## src/rtl/mem_wb_stage.sv

```systemverilog
// MEM stage and MEM/WB register: runs loads/stores over a req/ack port and stalls upstream while busy.
// Define MEM_STALL_CNT_EN to add the saturating stall-cycle counter output stall_cnt_o.
module mem_wb_stage #(
  parameter int unsigned TIMEOUT = 16,
  parameter int unsigned CNT_W   = 16
) (
  input  logic        clk_i,
  input  logic        rst_i,
  input  logic [1:0]  WB_i,
  input  logic [2:0]  M_i,
  input  logic [31:0] addr_i,
  input  logic [31:0] data_i,
  input  logic [4:0]  rd_i,
  output logic        stall_o,
  output logic        dmem_req_o,
  output logic        dmem_we_o,
  output logic [31:0] dmem_addr_o,
  output logic [31:0] dmem_wdata_o,
  input  logic        dmem_ack_i,
  input  logic [31:0] dmem_rdata_i,
  output logic [1:0]  WB_o,
  output logic [31:0] rdata_o,
  output logic [31:0] alu_o,
  output logic [4:0]  rd_o,
  output logic        err_o
`ifdef MEM_STALL_CNT_EN
  , output logic [CNT_W-1:0] stall_cnt_o
`endif
);

  localparam int unsigned TW = $clog2(TIMEOUT);
  localparam logic [TW-1:0] TMO_LAST = TW'(TIMEOUT - 1);

  typedef enum logic {IDLE = 1'b0, BUSY = 1'b1} state_e;

  state_e        state_q, state_d;
  logic [TW-1:0] tmo_q, tmo_d;
  logic          req_q, req_d, we_q, we_d, err_q, err_d;
  logic [31:0]   addr_q, addr_d, wdata_q, wdata_d;
  logic [1:0]    wb_q, wb_d;
  logic [31:0]   rdata_q, rdata_d, alu_q, alu_d;
  logic [4:0]    rd_q, rd_d;
  logic          stall_c, memop;
  logic          unused_m2;

  assign memop     = M_i[1] | M_i[0];
  assign unused_m2 = M_i[2];

  always_comb begin
    state_d = state_q;
    tmo_d   = tmo_q;
    stall_c = 1'b0;
    req_d   = req_q;
    we_d    = we_q;
    addr_d  = addr_q;
    wdata_d = wdata_q;
    err_d   = err_q;
    wb_d    = wb_q;
    rdata_d = rdata_q;
    alu_d   = alu_q;
    rd_d    = rd_q;
    case (state_q)
      IDLE: begin
        if (memop) begin
          stall_c = 1'b1;
          wb_d    = '0;
          rd_d    = '0;
          alu_d   = '0;
          rdata_d = '0;
          we_d    = M_i[0];
          addr_d  = addr_i;
          wdata_d = data_i;
          req_d   = 1'b1;
          tmo_d   = '0;
          state_d = BUSY;
        end else begin
          wb_d    = WB_i;
          rd_d    = rd_i;
          alu_d   = addr_i;
          rdata_d = '0;
        end
      end
      BUSY: begin
        if (dmem_ack_i) begin
          wb_d    = WB_i;
          rd_d    = rd_i;
          alu_d   = addr_i;
          rdata_d = we_q ? 32'h0 : dmem_rdata_i;
          req_d   = 1'b0;
          state_d = IDLE;
        end else if (tmo_q == TMO_LAST) begin
          // Abort: retire the instruction without a register write
          wb_d    = '0;
          rd_d    = rd_i;
          alu_d   = addr_i;
          rdata_d = '0;
          req_d   = 1'b0;
          err_d   = 1'b1;
          state_d = IDLE;
        end else begin
          stall_c = 1'b1;
          wb_d    = '0;
          rd_d    = '0;
          alu_d   = '0;
          rdata_d = '0;
          tmo_d   = tmo_q + 1'b1;
        end
      end
      default: state_d = IDLE;
    endcase
  end

  always_ff @(posedge clk_i) begin
    if (rst_i) begin
      state_q <= IDLE;
      tmo_q   <= '0;
      req_q   <= 1'b0;
      we_q    <= 1'b0;
      addr_q  <= '0;
      wdata_q <= '0;
      err_q   <= 1'b0;
      wb_q    <= '0;
      rdata_q <= '0;
      alu_q   <= '0;
      rd_q    <= '0;
    end else begin
      state_q <= state_d;
      tmo_q   <= tmo_d;
      req_q   <= req_d;
      we_q    <= we_d;
      addr_q  <= addr_d;
      wdata_q <= wdata_d;
      err_q   <= err_d;
      wb_q    <= wb_d;
      rdata_q <= rdata_d;
      alu_q   <= alu_d;
      rd_q    <= rd_d;
    end
  end

  // Held low through reset so upstream is never frozen by a stale BUSY state
  assign stall_o      = stall_c & ~rst_i;
  assign dmem_req_o   = req_q;
  assign dmem_we_o    = we_q;
  assign dmem_addr_o  = addr_q;
  assign dmem_wdata_o = wdata_q;
  assign WB_o         = wb_q;
  assign rdata_o      = rdata_q;
  assign alu_o        = alu_q;
  assign rd_o         = rd_q;
  assign err_o        = err_q;

`ifdef MEM_STALL_CNT_EN
  logic [CNT_W-1:0] stall_cnt_q;

  always_ff @(posedge clk_i) begin
    if (rst_i) begin
      stall_cnt_q <= '0;
    end else if (stall_o && (stall_cnt_q != {CNT_W{1'b1}})) begin
      stall_cnt_q <= stall_cnt_q + 1'b1;
    end
  end

  assign stall_cnt_o = stall_cnt_q;
`else
  localparam int unsigned UNUSED_CNT_W = CNT_W;
`endif

endmodule

```

## config.mk

```make
export PLATFORM = sky130hd
export DESIGN_NAME = mem_wb_stage
export DESIGN_NICKNAME = d
export VERILOG_FILES = /design/src/rtl/mem_wb_stage.sv
export SDC_FILE = /design/constraint.sdc
export NUM_CORES = 1
export LEC_CHECK = 0
export BUFFER_PORTS_ARGS = -buffer_cell sky130_fd_sc_hd__buf_2
export CORE_MARGIN = 3
export CORE_UTILIZATION = 44
export DETAILED_ROUTE_END_ITERATION = 10
export GPL_TIMING_DRIVEN = 0
export PLACE_DENSITY_LB_ADDON = 0.1
export SYNTH_ARGS = -nofsm -noshare
export SYNTH_HDL_FRONTEND = slang
export SYNTH_SLANG_ARGS = --single-unit
```

## constraint.sdc

```tcl
create_clock -name clk_i -period 2.1 [get_ports clk_i]
set_clock_uncertainty 0.2 [all_clocks]
set_input_delay 0.21 -clock clk_i [delete_from_list [all_inputs] [get_ports clk_i]]
set_output_delay 0.21 -clock clk_i [all_outputs]
set_load 0.01 [all_outputs]
```

* Yosys cells after proc, flatten, opt, wreduce, memory -nomap -nowiden
Cells that the tools add are included.
Operators by class: $add $sub $neg 1, $mul 0, divide/modulo/power cells 0, order comparisons 0, equality and inequality tests 5, shift-type cells 0, muxes and demuxes 26, bitwise operators 5, reduce and logical (&&, ||, !) cells 4
Operators by type and width (number):
- two-way mux 32 bit | 5
- case mux 32 bit (2 select lines) | 2
- two-way mux 5 bit | 3
- two-way mux 4 bit | 3
- case mux 5 bit (2 select lines) | 1
- case mux 4 bit (2 select lines) | 1
- two-way mux 1 bit | 6
- != test 2 bit, second input constant | 3
- AND reduction 3 bit | 2
- adder 4 x 1 -> 4 bit, second input constant | 1
- == test 4 bit, second input constant | 1
- two-way mux 2 bit | 2
- case mux 1 bit (2 select lines) | 2
- case mux 2 bit (2 select lines) | 1
- AND reduction 2 bit | 2
- != test 3 x 2 -> 1 bit, second input constant | 1
- inverter 1 bit | 3
- bitwise AND 1 bit | 1
- bitwise OR 1 bit | 1
Storage, ports and cells: bits in registers 143, bits in latches 0, bits in writable memories 0, ROM bits 0, bits of input ports 109, output and inout bits 139, word-level logic and storage cells 52, memories kept 0

* Depth between registers and ports, before layout
depth in word-level cells 5, gate-level depth with buffers 6

* Least setup slack after synthesis
OpenSTA, ideal clock, no wires.
path kind register -> register, start reg tmo_q[0], end reg alu_q[10] (netlist: alu_o[10]), setup time 59 ps, arrival time 1339 ps, required time 1841 ps, path slack 503 ps, stages on the path, launching flop included 6, cells stage by stage dfxtp_1 > ha_1 > nand3_1 > a211oi_4 > buf_6 > and2_1
Between the ends: longest elaborated chain between the ends 4
RTL lines:
- start: declaration | RTL line 37 | logic [TW-1:0] tmo_q, tmo_d;
- start signal: assignment | RTL line 128 | tmo_q <= tmo_d;
- == test 4 bit | RTL line 91 | end else if (tmo_q == TMO_LAST) begin
- two-way mux 32 bit | RTL line 91
- two-way mux 32 bit | RTL line 84 | if (dmem_ack_i) begin
- case mux 32 bit (2 select lines) | RTL line 62 | case (state_q)
- end signal: assignment | RTL line 136 | alu_q <= alu_d;
- end: declaration | RTL line 41 | logic [31:0] rdata_q, rdata_d, alu_q, alu_d;
No other way between the ends. A chain may end at the register's enable or synchronous reset.

* Worst setup path after layout
start in M_i[0], end out stall_o
Between the ends: longest elaborated chain between the ends 4
RTL lines:
- start: declaration | RTL line 10 | input logic [2:0] M_i,
- bitwise OR 1 bit | RTL line 46 | assign memop = M_i[1] | M_i[0];
- two-way mux 1 bit | RTL line 64 | if (memop) begin
- case mux 1 bit (2 select lines) | RTL line 62
- bitwise AND 1 bit | RTL line 142 | assign stall_o = stall_c & ~rst_i;
- end: declaration | RTL line 14 | output logic stall_o,
No other way between the ends.

==> impl_summary.log <==
INFO  metric internal_power = 5.212 mW
INFO  metric gr-usage-met2 = 45.89%
INFO  metric p_leak = 3.715 nW
INFO  metric vias_per_cell = 4.623
INFO  metric final_cell_count_no_fill = 991
INFO  metric synth_register_bits = 143
INFO  metric rsz_0062_raised_after_global_routing = no
INFO  metric remaining_drc_errors = 0
INFO  metric finalWorstPathRequiredPeriod = 2.031 ns
INFO  metric setup_total_negative_slack = 0 ns
INFO  metric buffer_ports.inserted = 246
INFO  metric tritoncts = built
INFO  metric cts_buffers = 17
INFO  metric synth_most_common_cell = sky130_fd_sc_hd__dfxtp_1
INFO  metric reg2regPathDepth = 4
INFO  metric yosysWarnings = 0
INFO  metric regToRegSetupSlack = 0.23 ns
INFO  metric yosys-top-cells-area = sky130_fd_sc_hd__dfxtp_1, sky130_fd_sc_hd__nand2_1, sky130_fd_sc_hd__and2_1
INFO  metric layout_worst_path_cycle_share = 96.70%
INFO  metric clock_power_share = 44.6%
INFO  metric p_per_area = 892.9 mW/mm^2
INFO  metric gr-total-overflow = 0
INFO  metric synth-seq-area-share = 63.56%
INFO  metric syn_avg_cell_area = 9.523 um^2
INFO  metric globalRoute.busiestLayer = met2
INFO  metric area_enclosed_by_the_die_boundary = 0.01149 mm^2
INFO  metric postLayoutCellArea = 0.007616 mm^2
INFO  metric buffers_inserted_during_post_cts_setup_optimization = 0
INFO  metric root_buffer_selected_by_cts = sky130_fd_sc_hd__clkbuf_8
INFO  metric dpl.hpwl = 9.240 mm
INFO  metric start_util = 45.66%
INFO  metric netlist.top_cell.by_area = sky130_fd_sc_hd__dfxtp_1
INFO  metric synth_area = 0.004504 mm^2
INFO  metric power.sequential.fraction = 43.0%
INFO  metric clk-insertion-delay-late = 0.52 ns
INFO  metric async_flop_share = 0%
INFO  metric cts.reportedPaths.clkPinSlew = 0.06 ns
INFO  metric postRouteWirelength = 14.50 mm
INFO  metric drv.max_cap_violation_count = 0
INFO  metric timing.slew.headroom = 65.85%
INFO  metric number_of_buffers_on_the_longest_clock_path = 2
INFO  metric synth.cells.most_frequent = sky130_fd_sc_hd__dfxtp_1, sky130_fd_sc_hd__nand2_1, sky130_fd_sc_hd__and2_1, sky130_fd_sc_hd__a21oi_1, sky130_fd_sc_hd__clkbuf_1
INFO  metric number_of_enable_type_register_cells_in_the_synthesized_netlist = 0
INFO  metric final_net_count = 955
INFO  metric max_clock_freq = 492.4 MHz
INFO  metric core_area = 0.009864 mm^2
INFO  metric crit_required = 1.69 ns
INFO  metric drt-wirelength-per-cell = 14.63 um
INFO  metric grt_antenna_before_repair = 0
INFO  metric switching_power = 1.588 mW
INFO  metric numClockSinks = 143
INFO  metric postRouteAntennaNets = 0
INFO  metric ctsHtreeMaxLevel = 4
INFO  metric boundaryPins = 248
INFO  metric min_path_type = primary input to flop
INFO  metric grtUsageMet1 = 25.74%
INFO  metric worstMarginPinSlew = 0.5105 ns
INFO  metric critical_path_class = primary input to primary output
INFO  metric finalHoldViolCount = 0
INFO  metric grt_pass1_wl = 22.72 mm
INFO  metric n_fill_cell = 679
INFO  metric endpoint_of_the_worst_register_to_register_path = WB_o[0]$_SDFF_PP0_
INFO  metric timing.final.max_slew_violations = 0
INFO  metric peakVddDrop = 0.0005228 V
INFO  metric power.combinational.fraction = 12.4%
INFO  metric first_pass_iters = 4
INFO  metric synth_nets = 583
INFO  metric synth-main-ff-cell = sky130_fd_sc_hd__dfxtp_1
INFO  metric critical_path.reg2reg.startpoint = state_q$_SDFF_PP0_
INFO  metric critPathLaunchType = primary input
INFO  metric row_count = 36
INFO  metric report.power.total = 6.800 mW
INFO  metric worstHoldEndpoint = state_q$_SDFF_PP0_
INFO  metric layout-area-overhead-vs-synth = 69.08%
INFO  metric min_from = M_i[1]
INFO  metric run_status = completed
INFO  metric cell_area_after_placement = 0.005902 mm^2
INFO  metric setup_failing_eps_final = 0
INFO  metric synth_top_cell_area_share = 63.56%
INFO  metric grt_pass1_vias = 4819
INFO  metric swShare = 23.36%
INFO  metric gr-usage-met3 = 10.54%
INFO  metric timing.hold.worst_path_depth = 5
INFO  metric endpoint_class_of_the_critical_path = primary output
INFO  metric detailedRoute.firstIterationViolations = 119
INFO  metric post_synth_inst_count = 473
INFO  metric floorplan.die.height = 107.2 um
INFO  metric share_of_cells_above_drive_strength_1 = 34.27%
INFO  metric post_synth_num_cell_types = 27
INFO  metric gp_congestion = 0.7821
INFO  metric insertedDiodeCount = 0
INFO  metric die_width = 107.2 um
INFO  metric dp_cells = 852
INFO  metric grt_start_max_net_pins = 17
INFO  metric track_usage = 25.57%
INFO  metric vias_after_detailed_routing = 4581
INFO  metric arrival = 1.62 ns
INFO  metric critical_path_peak_fanout = 14
-- how the worst max path moves through the flow --
stage / from / endpoint / slack (ns) / cells past startpoint
floorplan: tmo_q[0]$_SDFFE_PP0P_ / alu_o[10]$_SDFF_PP0_ / 0.50 / 5
global placement: tmo_q[0]$_SDFFE_PP0P_ / alu_o[30]$_SDFF_PP0_ / 0.22 / 5
detailed placement: tmo_q[0]$_SDFFE_PP0P_ / alu_o[5]$_SDFF_PP0_ / 0.22 / 5
CTS: tmo_q[0]$_SDFFE_PP0P_ / stall_o / 0.01 / 5
global route: M_i[0] / stall_o / 0.02 / 7
finish: M_i[0] / stall_o / 0.07 / 7
-- worst max-delay path, stage by stage --
cell                            delay [ns]
sky130_fd_sc_hd__dlygate4sd3_1        0.56
sky130_fd_sc_hd__buf_2                0.15
sky130_fd_sc_hd__o21ba_1              0.19
sky130_fd_sc_hd__buf_6                0.16
sky130_fd_sc_hd__a21oi_2              0.14
sky130_fd_sc_hd__nor2_1               0.05
sky130_fd_sc_hd__buf_2                0.16
-- stage by stage --
| stage | worst slack [ns] | utilization, % | hold WS, ns |
|---|---|---|---|
| finish | 0.06932 | 77.21 | 0.06133 |
| global route | 0.01573 | 77.21 | 0.09809 |
| CTS | 0.009965 | 76.99 | 0.04098 |
| detailed placement | 0.2164 | 59.83 | 0.2111 |
| global placement | 0.2150 | 59.83 | 0.2085 |
| floorplan | 0.5027 | - | 0.1317 |
-- cells in the final DEF (no fill, tap or decap), types with 3 or more instances in the layout --
cell	synthesis	final
sky130_fd_sc_hd__o211ai_1	3	3
sky130_fd_sc_hd__buf_6	4	4
sky130_fd_sc_hd__clkinv_2	0	4
sky130_fd_sc_hd__nand2_1	129	129
sky130_fd_sc_hd__dfxtp_1	143	141
sky130_fd_sc_hd__clkbuf_8	0	5
sky130_fd_sc_hd__clkbuf_1	18	19
sky130_fd_sc_hd__bufinv_16	0	3
sky130_fd_sc_hd__a21oi_1	70	69
sky130_fd_sc_hd__and2_1	71	71
sky130_fd_sc_hd__clkbuf_16	0	16
sky130_fd_sc_hd__buf_2	7	252
sky130_fd_sc_hd__nor2_1	5	5
sky130_fd_sc_hd__dlygate4sd3_1	0	108
sky130_fd_sc_hd__or3_1	4	4
-- flip-flops by register name, summed over array words and instances (netlist names), 2 cells and up --
register      cells
rd_o              5
dmem_wdata_o     32
tmo_q             4
WB_o              2
alu_o            32
rdata_o          32
dmem_addr_o      32
-- timing repair --
action / 4_1_cts / 5_1_grt
hold buffers: 108 / 0
endpoints found under the setup margin: 1 / 1
pin swaps: 0 / 1
endpoints found under the hold margin: 137 / 0
resized for setup: 3 / 4
-- cell families after synthesis --
group | count (synthesis) | share of synthesized area, %
mux | 1 | 0.2222
fa+ha+maj | 1 | 0.2777
simple gates | 218 | 22.89
flops | 143 | 63.56
compound gates | 79 | 9.611
buf+inv | 31 | 3.444
-- metal layers --
layer	wire (um)	share of wire [%]	vias to the layer above
met5	0	0	-
met4	425	2.9	0
met3	1387	9.6	40
met2	7438	51	203
met1	5252	36	2075
li1	-	-	2263
-- power by group through the flow --
stage | Sequential, mW | Clock (mW) | Combinational [mW]
global route | 2.94 | 3.21 | 0.924
detailed placement | 2.98 | 0 | 0.671
global placement | 2.97 | 0 | 0.659
floorplan | 3.05 | 0 | 0.265
finish | 2.92 | 3.03 | 0.842
CTS | 2.92 | 3.09 | 0.829
-- cell type report --
type,count,area (um^2),area share (%)
clock buffer,22,473.0,6.210
buffer,29,146.4,1.922
timing repair buffer,354,2312,30.36
sequential,143,2865,37.62
inverter,1,3.754,0.04929
multi-input combinational,299,1515,19.89
clock inverter,10,133.9,1.758
tap,133,166.4,2.185
Power figures use the tool's default switching activity.
